==> src/rtl/ring_rr_arbiter_if.sv <==
// Handshake bundle between N requesters and the ring round-robin arbiter.
// Ports: req/done from requesters; grant, grant_valid, token, timeout back.
interface ring_rr_arbiter_if #(
    parameter int N = 3
);
    logic [N-1:0] req;
    logic [N-1:0] done;
    logic [N-1:0] grant;
    logic         grant_valid;
    logic [N-1:0] token;
    logic         timeout;

    // Arbiter side
    modport master (
        input  req,
        input  done,
        output grant,
        output grant_valid,
        output token,
        output timeout
    );

    // Requester side
    modport slave (
        output req,
        output done,
        input  grant,
        input  grant_valid,
        input  token,
        input  timeout
    );
endinterface

==> src/rtl/ring_rr_arbiter.sv <==
// Round-robin arbiter with a rotating one-hot priority token and hold timeout.
// Ports: clk, rst_n (async active-low), bus (master): req/done in, grant,
// grant_valid, token, timeout out (all registered).
module ring_rr_arbiter #(
    parameter int N        = 3,
    parameter int MAX_HOLD = 8
) (
    input  logic              clk,
    input  logic              rst_n,
    ring_rr_arbiter_if.master bus
);
    localparam int HW = $clog2(MAX_HOLD) + 1;
    localparam logic [N-1:0]  ONE  = {{(N-1){1'b0}}, 1'b1};
    localparam logic [HW-1:0] HMAX = HW'(MAX_HOLD);

    typedef enum logic [1:0] {
        IDLE = 2'd0,
        BUSY = 2'd1,
        GAP  = 2'd2
    } state_t;

    state_t        state_q, state_d;
    logic [N-1:0]  grant_q, grant_d;
    logic          grant_valid_q, grant_valid_d;
    logic [N-1:0]  token_q, token_d;
    logic          timeout_q, timeout_d;
    logic [HW-1:0] hold_q, hold_d;

    logic [N-1:0] hi_mask;
    logic [N-1:0] req_hi;
    logic [N-1:0] pick;
    logic [N-1:0] sel;
    logic         own_done;
    logic         own_req;
    logic         expired;

    // Requests at or above the token position win first; otherwise wrap
    // around and take the lowest set request. x & -x isolates lowest bit.
    always_comb begin
        hi_mask = ~(token_q - ONE);
        req_hi  = bus.req & hi_mask;
        pick    = (|req_hi) ? req_hi : bus.req;
        sel     = pick & (~pick + ONE);
    end

    assign own_done = |(bus.done & grant_q);
    assign own_req  = |(bus.req & grant_q);
    assign expired  = (hold_q == HMAX);

    always_comb begin
        state_d   = state_q;
        grant_d   = grant_q;
        token_d   = token_q;
        hold_d    = hold_q;
        timeout_d = 1'b0;
        unique case (state_q)
            IDLE, GAP: begin
                if (|bus.req) begin
                    state_d = BUSY;
                    grant_d = sel;
                    // Winner drops to lowest priority next round.
                    token_d = {sel[N-2:0], sel[N-1]};
                    hold_d  = HW'(1);
                end else begin
                    state_d = IDLE;
                    grant_d = '0;
                end
            end
            BUSY: begin
                if (own_done || !own_req || expired) begin
                    state_d   = GAP;
                    grant_d   = '0;
                    hold_d    = '0;
                    // Done and withdrawal take precedence over expiry.
                    timeout_d = !own_done && own_req;
                end else begin
                    hold_d = hold_q + HW'(1);
                end
            end
            default: begin
                state_d = IDLE;
                grant_d = '0;
                hold_d  = '0;
            end
        endcase
        grant_valid_d = |grant_d;
    end

    always_ff @(posedge clk or negedge rst_n) begin
        if (!rst_n) begin
            state_q       <= IDLE;
            grant_q       <= '0;
            grant_valid_q <= 1'b0;
            token_q       <= ONE;
            timeout_q     <= 1'b0;
            hold_q        <= '0;
        end else begin
            state_q       <= state_d;
            grant_q       <= grant_d;
            grant_valid_q <= grant_valid_d;
            token_q       <= token_d;
            timeout_q     <= timeout_d;
            hold_q        <= hold_d;
        end
    end

    assign bus.grant       = grant_q;
    assign bus.grant_valid = grant_valid_q;
    assign bus.token       = token_q;
    assign bus.timeout     = timeout_q;
endmodule

==> src/flat_wrapper.sv <==
// flat-port wrapper written by rule: the top's interface ports become plain ports
module ring_rr_arbiter_flat 
#(
    parameter int N        = 3,
    parameter int MAX_HOLD = 8
)
  (clk, rst_n, bus_req, bus_done, bus_grant, bus_grant_valid, bus_token, bus_timeout);
  ring_rr_arbiter_if #(.N(N)) bus_i ();
  input  logic clk;
  input  logic rst_n;
  input wire logic [$bits(bus_i.req)-1:0] bus_req;
  input wire logic [$bits(bus_i.done)-1:0] bus_done;
  output wire logic [$bits(bus_i.grant)-1:0] bus_grant;
  output wire logic [$bits(bus_i.grant_valid)-1:0] bus_grant_valid;
  output wire logic [$bits(bus_i.token)-1:0] bus_token;
  output wire logic [$bits(bus_i.timeout)-1:0] bus_timeout;
  assign bus_i.req = bus_req;
  assign bus_i.done = bus_done;
  assign bus_grant = bus_i.grant;
  assign bus_grant_valid = bus_i.grant_valid;
  assign bus_token = bus_i.token;
  assign bus_timeout = bus_i.timeout;
  ring_rr_arbiter #(.N(N), .MAX_HOLD(MAX_HOLD)) u_core (.clk(clk), .rst_n(rst_n), .bus(bus_i));
endmodule
==> config.mk <==
export PLATFORM = sky130hd
export DESIGN_NAME = ring_rr_arbiter_flat
export DESIGN_NICKNAME = d
export VERILOG_FILES = /design/src/rtl/ring_rr_arbiter_if.sv /design/src/rtl/ring_rr_arbiter.sv /design/src/flat_wrapper.sv
export SDC_FILE = /design/constraint.sdc
export NUM_CORES = 1
export LEC_CHECK = 0
export BUFFER_PORTS_ARGS = -buffer_cell sky130_fd_sc_hd__buf_2
export CAP_MARGIN = 20
export CELL_PAD_IN_SITES_DETAIL_PLACEMENT = 1
export CELL_PAD_IN_SITES_GLOBAL_PLACEMENT = 2
export CORE_UTILIZATION = 31
export CTS_CLUSTER_SIZE = 14
export DETAILED_ROUTE_END_ITERATION = 7
export HOLD_SLACK_MARGIN = 0.03
export PLACE_DENSITY_LB_ADDON = 0.12
export SETUP_SLACK_MARGIN = 0.05
export SKIP_LAST_GASP = 1
export SLEW_MARGIN = 0
export SYNTH_ARGS = -nofsm -noshare
export SYNTH_HDL_FRONTEND = slang
export SYNTH_SLANG_ARGS = --single-unit
==> constraint.sdc <==
create_clock -name clk -period 2.6 [get_ports clk]
set_clock_uncertainty 0.05 [all_clocks]
set_input_delay 0.13 -clock clk [delete_from_list [all_inputs] [get_ports clk]]
set_output_delay 0.13 -clock clk [all_outputs]
set_load 0.05 [all_outputs]
# Yosys cells after proc, flatten, opt, wreduce, memory -nomap -nowiden
# Cells that the tools add are included.
op_classes:
  reduce_logical: 13
  n_bitwise: 6
  n_mux: 12
  n_eq_ne: 5
  add_sub_neg: 3
op_table:
  columns: ["cell", "n"]
  rows:
  - ["3-bit OR reduction", 5]
  - ["3-bit bitwise AND", 4]
  - ["3-bit two-way mux", 3]
  - ["4-bit two-way mux", 2]
  - ["4-bit one-hot mux with 2 select lines", 1]
  - ["3-bit inverter", 2]
  - ["3-bit one-hot mux with 2 select lines", 1]
  - ["4-bit by 1-bit adder with 4-bit output, second input constant", 1]
  - ["4-bit equality test, second input constant", 1]
  - ["2-bit by 1-bit inequality test with 1-bit output, second input constant", 2]
  - ["2-bit one-hot mux with 2 select lines", 1]
  - ["3-bit by 1-bit adder with 3-bit output, second input constant", 1]
  - ["1-bit two-way mux", 3]
  - ["3-bit by 1-bit subtractor with 3-bit output, second input constant", 1]
  - ["2-bit by 1-bit equality test with 1-bit output, second input constant", 1]
  - ["2-bit equality test, second input constant", 1]
  - ["1-bit zero test", 2]
  - ["2-bit zero test", 1]
  - ["1-bit logical OR", 2]
  - ["2-bit two-way mux", 1]
  - ["2-bit AND reduction", 1]
  - ["2-bit OR reduction", 1]
  - ["1-bit logical AND", 1]
word_totals:
  elab_cells: 45
  output_inout_bits: 8
  reg_bits: 14
  in_bits: 8

# Logic depth before layout (Yosys ltp)
# Gate-level depths: netlist (run 1).
logic_depth:
  word_depth: 11
  mapped_depth: 6

# Worst setup path after synthesis (run 1)
# No wires, ideal clock.
synth_timing:
  path_type: "register -> register"
  from: "register u_core.grant_q[2], in the netlist u_core.bus.grant[2]"
  to: "register u_core.hold_q[3]"
  synth_period_minus_slack_ps: 2107
  n_path_buf: 0
  setup_time_ps: 83
  path_slack_ps: 493
  t_arrival_ps: 1974
  stages_incl_launch_ff: 5
  required_ps: 2467
  cell_sequence: "dfrtp_1 -> a222oi_1 -> or3b_1 -> or4_1 -> o21ai_0"
synth_via:
  elab_chain_cells: 7
  elab_cells_between_ends: 9
synth_rtl:
  columns: ["element", "line", "source"]
  rows:
  - ["from (decl)", "ring_rr_arbiter.sv:23", "logic [N-1:0] grant_q, grant_d;"]
  - ["from (signal assigned)", "ring_rr_arbiter.sv:99", "grant_q <= grant_d;"]
  - ["3-bit bitwise AND", "ring_rr_arbiter.sv:47", "assign own_req = |(bus.req & grant_q);"]
  - ["3-bit OR reduction", "ring_rr_arbiter.sv:47", null]
  - ["1-bit zero test", "ring_rr_arbiter.sv:70", "if (own_done || !own_req || expired) begin"]
  - ["1-bit logical OR (*) (2 in series)", "ring_rr_arbiter.sv:70", null]
  - ["4-bit two-way mux (*)", "ring_rr_arbiter.sv:70", null]
  - ["4-bit one-hot mux with 2 select lines (*)", "ring_rr_arbiter.sv:56", "unique case (state_q)"]
  - ["to (signal assigned)", "ring_rr_arbiter.sv:103", "hold_q <= hold_d;"]
  - ["to (decl)", "ring_rr_arbiter.sv:27", "logic [HW-1:0] hold_q, hold_d;"]
# Mark *: on every way between the ends. The rest lies on a longest branch, timed or not.
# A chain may end at the register's enable or synchronous reset.

# Worst setup path in the final report (run 1)
# Same ends and word-level chain as after synthesis.

==> results of run 1 <==
kinds of logic after synthesis:
group	synth area share [%]
and+or+nand+nor	24.73
adders and majority gates	5.377
AOI/OAI and AO/OA	15.06
DFF	50.36
xor gates and xnor gates	1.255
buffers and inverters	3.226
how the worst min path moves through the flow:
| stage | end | slack, ps | depth (start not counted) |
|---|---|---|---|
| floorplan | u_core.bus.grant[0]$_DFF_PN0_ | -220 | 0 |
| global placement | u_core.bus.token[1]$_DFFE_PN0P_ | -6 | 1 |
| detailed placement | u_core.bus.token[1]$_DFFE_PN0P_ | -6 | 1 |
| CTS | u_core.bus.grant[2]$_DFF_PN0_ | 150 | 3 |
| global route | u_core.bus.grant[2]$_DFF_PN0_ | 170 | 3 |
| finish | u_core.bus.grant[2]$_DFF_PN0_ | 160 | 3 |
cell type report:
class,count,area (sq um)
Fill cell,252,1181
Sequential cell,14,351.6
Multi-Input combinational cell,48,324.1
Timing Repair Buffer,17,92.59
Clock buffer,4,36.28
Tap cell,27,33.78
Inverter,6,22.52
metal layers:
metal  global-route usage [%]  vias to the layer above  wire, microns
met2                    23.06                       10            627
met1                    21.54                      270            877
met4                    4.286                        0             12
met5                        0                        -              0
met3                    6.173                        2             71
li1                         -                      293              -
sequential cells by signal, indices dropped and copies added, names as in the netlist:
name                    cells
u_core.bus.grant_valid      1
u_core.bus.grant            3
u_core.bus.token            3
u_core.state_q              2
u_core.bus.timeout          1
u_core.hold_q               4
worst max-delay path: stages, from the launching register on:
cell	delay, ps
dfrtp_1	410
a222oi_1	500
or3b_1	450
or4_1	500
o21ai_0	80
report_power, final:
part | internal (W) | switching [W]
combinational | 0.000163 | 0.000337
clock | 0.0000851 | 0.0000695
sequential | 0.000296 | 0.0000696
stage by stage:
step	total power, W	hold slack (ps)	setup WS (ps)	instance area [sq um]	instances
6_report	0.001020	157.1	536.7	860.8	116
5_1_grt	0.001107	166.5	460.4	860.8	116
4_1_cts	0.001034	147.5	562.7	860.8	116
3_5_place_dp	0.0008700	-6.245	581.2	814.5	111
3_3_place_gp	0.0008654	-6.023	666.3	814.5	111
2_1_floorplan	0.0007325	-215.6	493.0	698.2	68
layout by cell type, fill, tap and decap left out:
cell           instances
a21oi_1                1
nor2b_1                3
or2_2                  2
or3b_1                 1
buf_4                  1
a221o_1                1
clkbuf_8               1
nand3b_1               1
a22o_1                 2
nor3_1                 1
nor2_1                 3
nand2_1                7
clkbuf_4               3
and3b_1                1
or4_1                  1
inv_1                  6
o21ai_0                6
o2bb2ai_1              1
nor4_1                 2
a222oi_1               2
dfrtp_1               13
xor2_1                 1
nand4b_1               1
a31oi_1                1
nor4b_2                1
nand3_1                1
buf_2                 15
ha_1                   3
o21bai_1               1
dlygate4sd3_1          1
or3_1                  1
dfstp_2                1
nand2b_1               3
==> metrics.json, run 1 <==
{
  "status": {
    "run_status": "finished clean"
  },
  "finish": {
    "number_of_antenna_diodes": 0,
    "post-route-util_pct": 42.16,
    "drive_above_1_share_pct": 26.97,
    "area_growth_pct": 23.30,
    "nNetsFinal": 101
  },
  "clock_network": {
    "tritoncts_num_sinks": 14,
    "cts_tree": "built",
    "clkTransAtPathRegs_ps": 90,
    "cts_setup_buffers": 0,
    "cts_root_buffer": "clkbuf_4",
    "count_of_hold_buffers_inserted_by_post_cts_repair": 1,
    "clock_latency_ps": 270,
    "cts.repair.resized": 0,
    "clock_path_buffers": 2,
    "numCtsBuffers": 3,
    "cts-htree-levels": 1
  },
  "worst_setup_path": {
    "timing.critical_path.to": "u_core.hold_q[3]$_DFFE_PN0P_",
    "worst_ep_required_time_ps": 2750,
    "worstReg2RegStart": "u_core.bus.grant[2]$_DFF_PN0_",
    "startpoint_type": "flop",
    "cp.arrival_ps": 2210,
    "reg2reg_slack_ps": 540,
    "setup.worst_path.start": "u_core.bus.grant[2]$_DFF_PN0_",
    "crit_path_max_fanout": 4,
    "worstReg2RegEnd": "u_core.hold_q[3]$_DFFE_PN0P_",
    "cp-end-kind": "flop",
    "r2r.worst_path.cells": 4,
    "timing_worst_setup_path_type": "flop to flop"
  },
  "hold_path": {
    "timing.hold.worst.start": "bus_req[2]",
    "hold_path.class": "input pin to flop"
  },
  "timing": {
    "report.final.slew_viol_count": 0,
    "setup_viol": 0,
    "finalWorstPathRequiredPeriod_ps": 2063,
    "layout_worst_path_cycle_share_pct": 79.36,
    "grt_setup_unrepaired": "false",
    "timing.setup.tns_ps": 0,
    "max-slew-margin-rel_pct": 53.33,
    "report.final.hold_viol_count": 0,
    "max_clock_freq_ghz": 0.4847,
    "timing_worst_slew_pin_value_ps": 693.7
  },
  "die": {
    "core-area_sq_um": 2042,
    "ios": 16,
    "fp.dieW_microns": 49.46,
    "fp-row-count": 16,
    "die_area_sq_um": 2446,
    "floorplan.initialDensity_pct": 34.19,
    "floorplan.die.height_microns": 49.46
  },
  "drt": {
    "post-route-drc-count": 0,
    "drt_first_iter_violations": 7,
    "routed_wire_length_per_instance_microns": 13.70,
    "num_vias": 575,
    "detailed_route_wire_length_microns": 1589,
    "route.detailed.vias_per_inst": 4.957,
    "detail_route.first_pass.iterations": 4,
    "ant_nets": 0
  },
  "synth": {
    "synth_nets": 79,
    "synth_common_cells": "dfrtp_1, nand2_1, inv_1, o21ai_0",
    "async_reset_ff_share_pct": 100.0,
    "yosys.area.top_type": "dfrtp_1",
    "post_synth_main_area_contributors": "dfrtp_1, ha_1, o21ai_0",
    "ys_types": 28,
    "ys_warn_count": 0,
    "synth_seq_area_share_pct": 50.36,
    "postSynthCellCount": 68,
    "dominantRegCellSynth": "dfrtp_1",
    "synth_largest_type_area_fraction_pct": 46.59,
    "synth.most_common_cell": "dfrtp_1",
    "avgSynthCellArea_sq_um": 10.27,
    "netlist_area_sq_um": 698.2,
    "synth_enable_flop_cells": 0,
    "synth_seq_cells": 14
  },
  "power": {
    "vdd.ir_drop.worst_v": 0.0005781,
    "cellLeakagePower_nw": 0.4241,
    "p_per_area_nw_per_um2": 1185
  },
  "global_routing": {
    "maximum_number_of_pins_on_one_net_before_global_route_repair": 15,
    "grt.total_usage_pct": 15.78,
    "antenna_found_initial": 0,
    "grt_pass1_wl_microns": 2856,
    "globalRouteOverflowTotal": 0,
    "first_global_vias": 611
  },
  "place": {
    "detailed_place_hpwl_microns": 1195,
    "gpl.final_weighted_congestion": 0.7434,
    "buffer_ports.inserted": 15
  },
  "job": {
    "max_cap_viol_count": 0
  }
}
Note: power is estimated with default switching activity, not from simulation.
==> inputs of run 2 (changes only) <==
clock period = 1.9 ns   (was 2.6 ns; I/O delays follow)
==> run 2 against run 1 <==
Final area grew 5.1%. Setup slack lost 450 ps. Die area did not move. Count of clock-buffer cells in the layout unchanged. Cell count rose by 4.3%. Combinational power up 48%. Routed wire length increased by 3.5%. Worst hold slack got worse by 27 ps. Critical path type unchanged. Largest cell class unchanged. Largest power group unchanged.
==> metrics.json, run 2 (same netlist as run 1, synthesis figures left out) <==
{
  "timing": {
    "timing_worst_slew_pin_value": {"value": 555.9, "unit": "ps", "change": "-137.8 ps"},
    "layout_worst_path_cycle_share": {"value": 95.32, "unit": "%", "change": "+16 points"},
    "whs": {"value": 130.5, "unit": "ps", "change": "-26.51 ps"},
    "setup_viol": {"value": 0, "change": "unchanged"},
    "timing.setup.tns": {"value": 0, "unit": "ps", "change": "unchanged"},
    "report.final.slew_viol_count": {"value": 0, "change": "unchanged"},
    "finalWorstPathRequiredPeriod": {"value": 1811, "unit": "ps", "change": "-252.2 ps"},
    "report.final.hold_viol_count": {"value": 0, "change": "unchanged"},
    "grt_setup_unrepaired": "true",
    "max-slew-margin-rel": {"value": 62.94, "unit": "%", "change": "+9.6 points"},
    "max_clock_freq": {"value": 0.5522, "unit": "GHz", "change": "+14%"}
  },
  "global_routing": {
    "antenna_found_initial": {"value": 0, "change": "unchanged"},
    "first_global_vias": {"value": 652, "change": "+6.7%"},
    "globalRouteOverflowTotal": {"value": 0, "change": "unchanged"},
    "maximum_number_of_pins_on_one_net_before_global_route_repair": {"value": 15, "change": "unchanged"},
    "grt_pass1_wl": {"value": 3036, "unit": "microns", "change": "+6.3%"},
    "grt.total_usage": {"value": 16.56, "unit": "%", "change": "+0.78 points"}
  },
  "finish": {
    "layout_commonest_cell": "buf_2",
    "layout.cells.non_filler": {"value": 121, "change": "+4.3%"},
    "drive_above_1_share": {"value": 35.11, "unit": "%", "change": "+8.1 points"},
    "leading_cell_types_in_the_layout_fill_and_taps_excluded": "buf_2, dfrtp_1, nand2_1",
    "number_of_fill_cells": {"value": 255, "change": "+1.2%"},
    "area_growth_pct": 29.57,
    "number_of_antenna_diodes": {"value": 0, "change": "unchanged"},
    "top_register": "u_core.hold_q",
    "nNetsFinal": {"value": 106, "change": "+5.0%"},
    "flip_flop_count_of_the_largest_register_all_copies_and_words_added": {"value": 4, "change": "unchanged"}
  },
  "worst_setup_path": {
    "crit_path_max_fanout": {"value": 4, "change": "unchanged"},
    "worst_ep_required_time": {"value": 2070, "unit": "ps", "change": "-680 ps"},
    "cp.arrival": {"value": 1990, "unit": "ps", "change": "-220 ps"},
    "startpoint_type": "flop",
    "cp-end-kind": "flop",
    "timing_worst_setup_path_type": "flop to flop"
  },
  "clock_network": {
    "cts_root_buffer": "clkbuf_4",
    "numCtsBuffers": {"value": 3, "change": "unchanged"},
    "clkTransAtPathRegs": {"value": 90, "unit": "ps", "change": "about the same"},
    "clock_latency": {"value": 290, "unit": "ps", "change": "+20 ps"},
    "cts-htree-levels": {"value": 1, "change": "unchanged"},
    "cts_tree": "built",
    "tritoncts_num_sinks": {"value": 14, "change": "unchanged"},
    "clock_path_buffers": {"value": 2, "change": "unchanged"}
  },
  "drt": {
    "routed_wire_length_per_instance": {"value": 13.60, "unit": "microns", "change": "-0.75%"},
    "route.detailed.vias_per_inst": {"value": 5.107, "change": "+3.0%"},
    "ant_nets": {"value": 0, "change": "unchanged"},
    "drt_first_iter_violations": {"value": 20, "change": "+13"},
    "post-route-drc-count": {"value": 0, "change": "unchanged"},
    "detailed_route_wire_length": {"value": 1645, "unit": "microns", "change": "+3.5%"},
    "num_vias": {"value": 618, "change": "+7.5%"},
    "detail_route.first_pass.iterations": {"value": 4, "change": "unchanged"}
  },
  "place": {
    "buffer_ports.inserted": {"value": 15, "change": "unchanged"},
    "gpl.final_weighted_congestion": {"value": 0.7719, "change": "+3.8%"},
    "post_placement_cell_count": {"value": 114, "change": "+2.7%"},
    "detailed_place_hpwl": {"value": 1265, "unit": "microns", "change": "+5.8%"}
  },
  "die": {
    "floorplan.initialDensity": {"value": 34.19, "unit": "%", "change": "unchanged"},
    "core-area": {"value": 2042, "unit": "sq um", "change": "unchanged"},
    "fp-row-count": {"value": 16, "change": "unchanged"},
    "floorplan.die.height": {"value": 49.46, "unit": "microns", "change": "unchanged"},
    "ios": {"value": 16, "change": "unchanged"},
    "fp.dieW": {"value": 49.46, "unit": "microns", "change": "unchanged"},
    "die_area": {"value": 2446, "unit": "sq um", "change": "unchanged"}
  },
  "hold_path": {
    "hold_path.class": "input pin to flop"
  },
  "power": {
    "vdd.ir_drop.worst": {"value": 0.0007054, "unit": "V", "change": "+22%"},
    "p_per_area": {"value": 1612, "unit": "nW/um^2", "change": "+36%"},
    "cellLeakagePower": {"value": 0.4448, "unit": "nW", "change": "+4.9%"}
  },
  "job": {
    "max_cap_viol_count": {"value": 0, "change": "unchanged"}
  },
  "status": {
    "run_status": "finished clean"
  }
}
## run 2: layout make-up
| cell class | instances | area (sq um) | area share (%) |
|---|---|---|---|
| Clock buffer | 4 | 36.28 | 4.011 |
| Inverter | 6 | 22.52 | 2.490 |
| Multi-Input combinational cell | 48 | 326.6 | 36.10 |
| Sequential cell | 14 | 355.3 | 39.28 |
| Tap cell | 27 | 33.78 | 3.734 |
| Timing Repair Buffer | 22 | 130.1 | 14.38 |
## run 2: layer usage
metal / vias up / GRT usage, % / share of wire [%]
met4: 0 / 2.857 / 0
met3: 0 / 5.556 / 5.3
met5: - / 0 / 0
li1: 296 / - / -
met2: 14 / 26.48 / 42
met1: 308 / 21.98 / 52
## run 2: power by group
| group | internal [W] | switching, W |
|---|---|---|
| clock network | 0.000117 | 0.000103 |
| registers | 0.000409 | 0.0000880 |
| logic | 0.000265 | 0.000476 |
| total | 0.000791 | 0.000667 |
## run 2: path summary, 6_finish.rpt
| kind | startpoint | cells past startpoint | endpoint | slack [ps] |
|---|---|---|---|---|
| max in group asynchronous | rst_n | 2 | u_core.bus.token[0]$_DFFE_PN1P_ | 1320 |
| min | bus_req[2] | 3 | u_core.bus.grant[2]$_DFF_PN0_ | 130 |
| max | u_core.bus.grant[0]$_DFF_PN0_ | 4 | u_core.hold_q[3]$_DFFE_PN0P_ | 90 |
| min in group asynchronous | rst_n | 2 | u_core.bus.grant_valid$_DFF_PN0_ | 170 |
| min reg2reg | u_core.bus.grant[0]$_DFF_PN0_ | 2 | u_core.bus.grant[0]$_DFF_PN0_ | 480 |
| max reg2reg | u_core.bus.grant[0]$_DFF_PN0_ | 4 | u_core.hold_q[3]$_DFFE_PN0P_ | 90 |
## run 2: per-stage QoR
| step | util [%] | total power, W | setup WS [ps] | area [sq um] |
|---|---|---|---|---|
| final | 44.30 | 0.001458 | 88.98 | 904.6 |
| after global routing | 44.30 | 0.001574 | 17.70 | 904.6 |
| after CTS | 44.30 | 0.001475 | 68.44 | 904.6 |
| after detailed placement | 41.18 | 0.001223 | 69.67 | 840.8 |
| after global placement | 41.18 | 0.001210 | 134.1 | 840.8 |
| after floorplan | - | 0.001008 | 9.132 | 701.9 |
## run 2: timing repair
action | in CTS | in global routing
setup endpoints to repair | 1 | 4
hold endpoints to repair | 14 | 0
pin swaps | 1 | 3
buffers inserted | 2 | 0
resized for setup | 1 | 0
hold buffers | 1 | 0
## run 2: critical path: stages (launching register included)
cell and delay [ps]:
dfrtp_2 440, a222oi_1 350, or3b_4 430, or4_1 400, o21ai_1 80
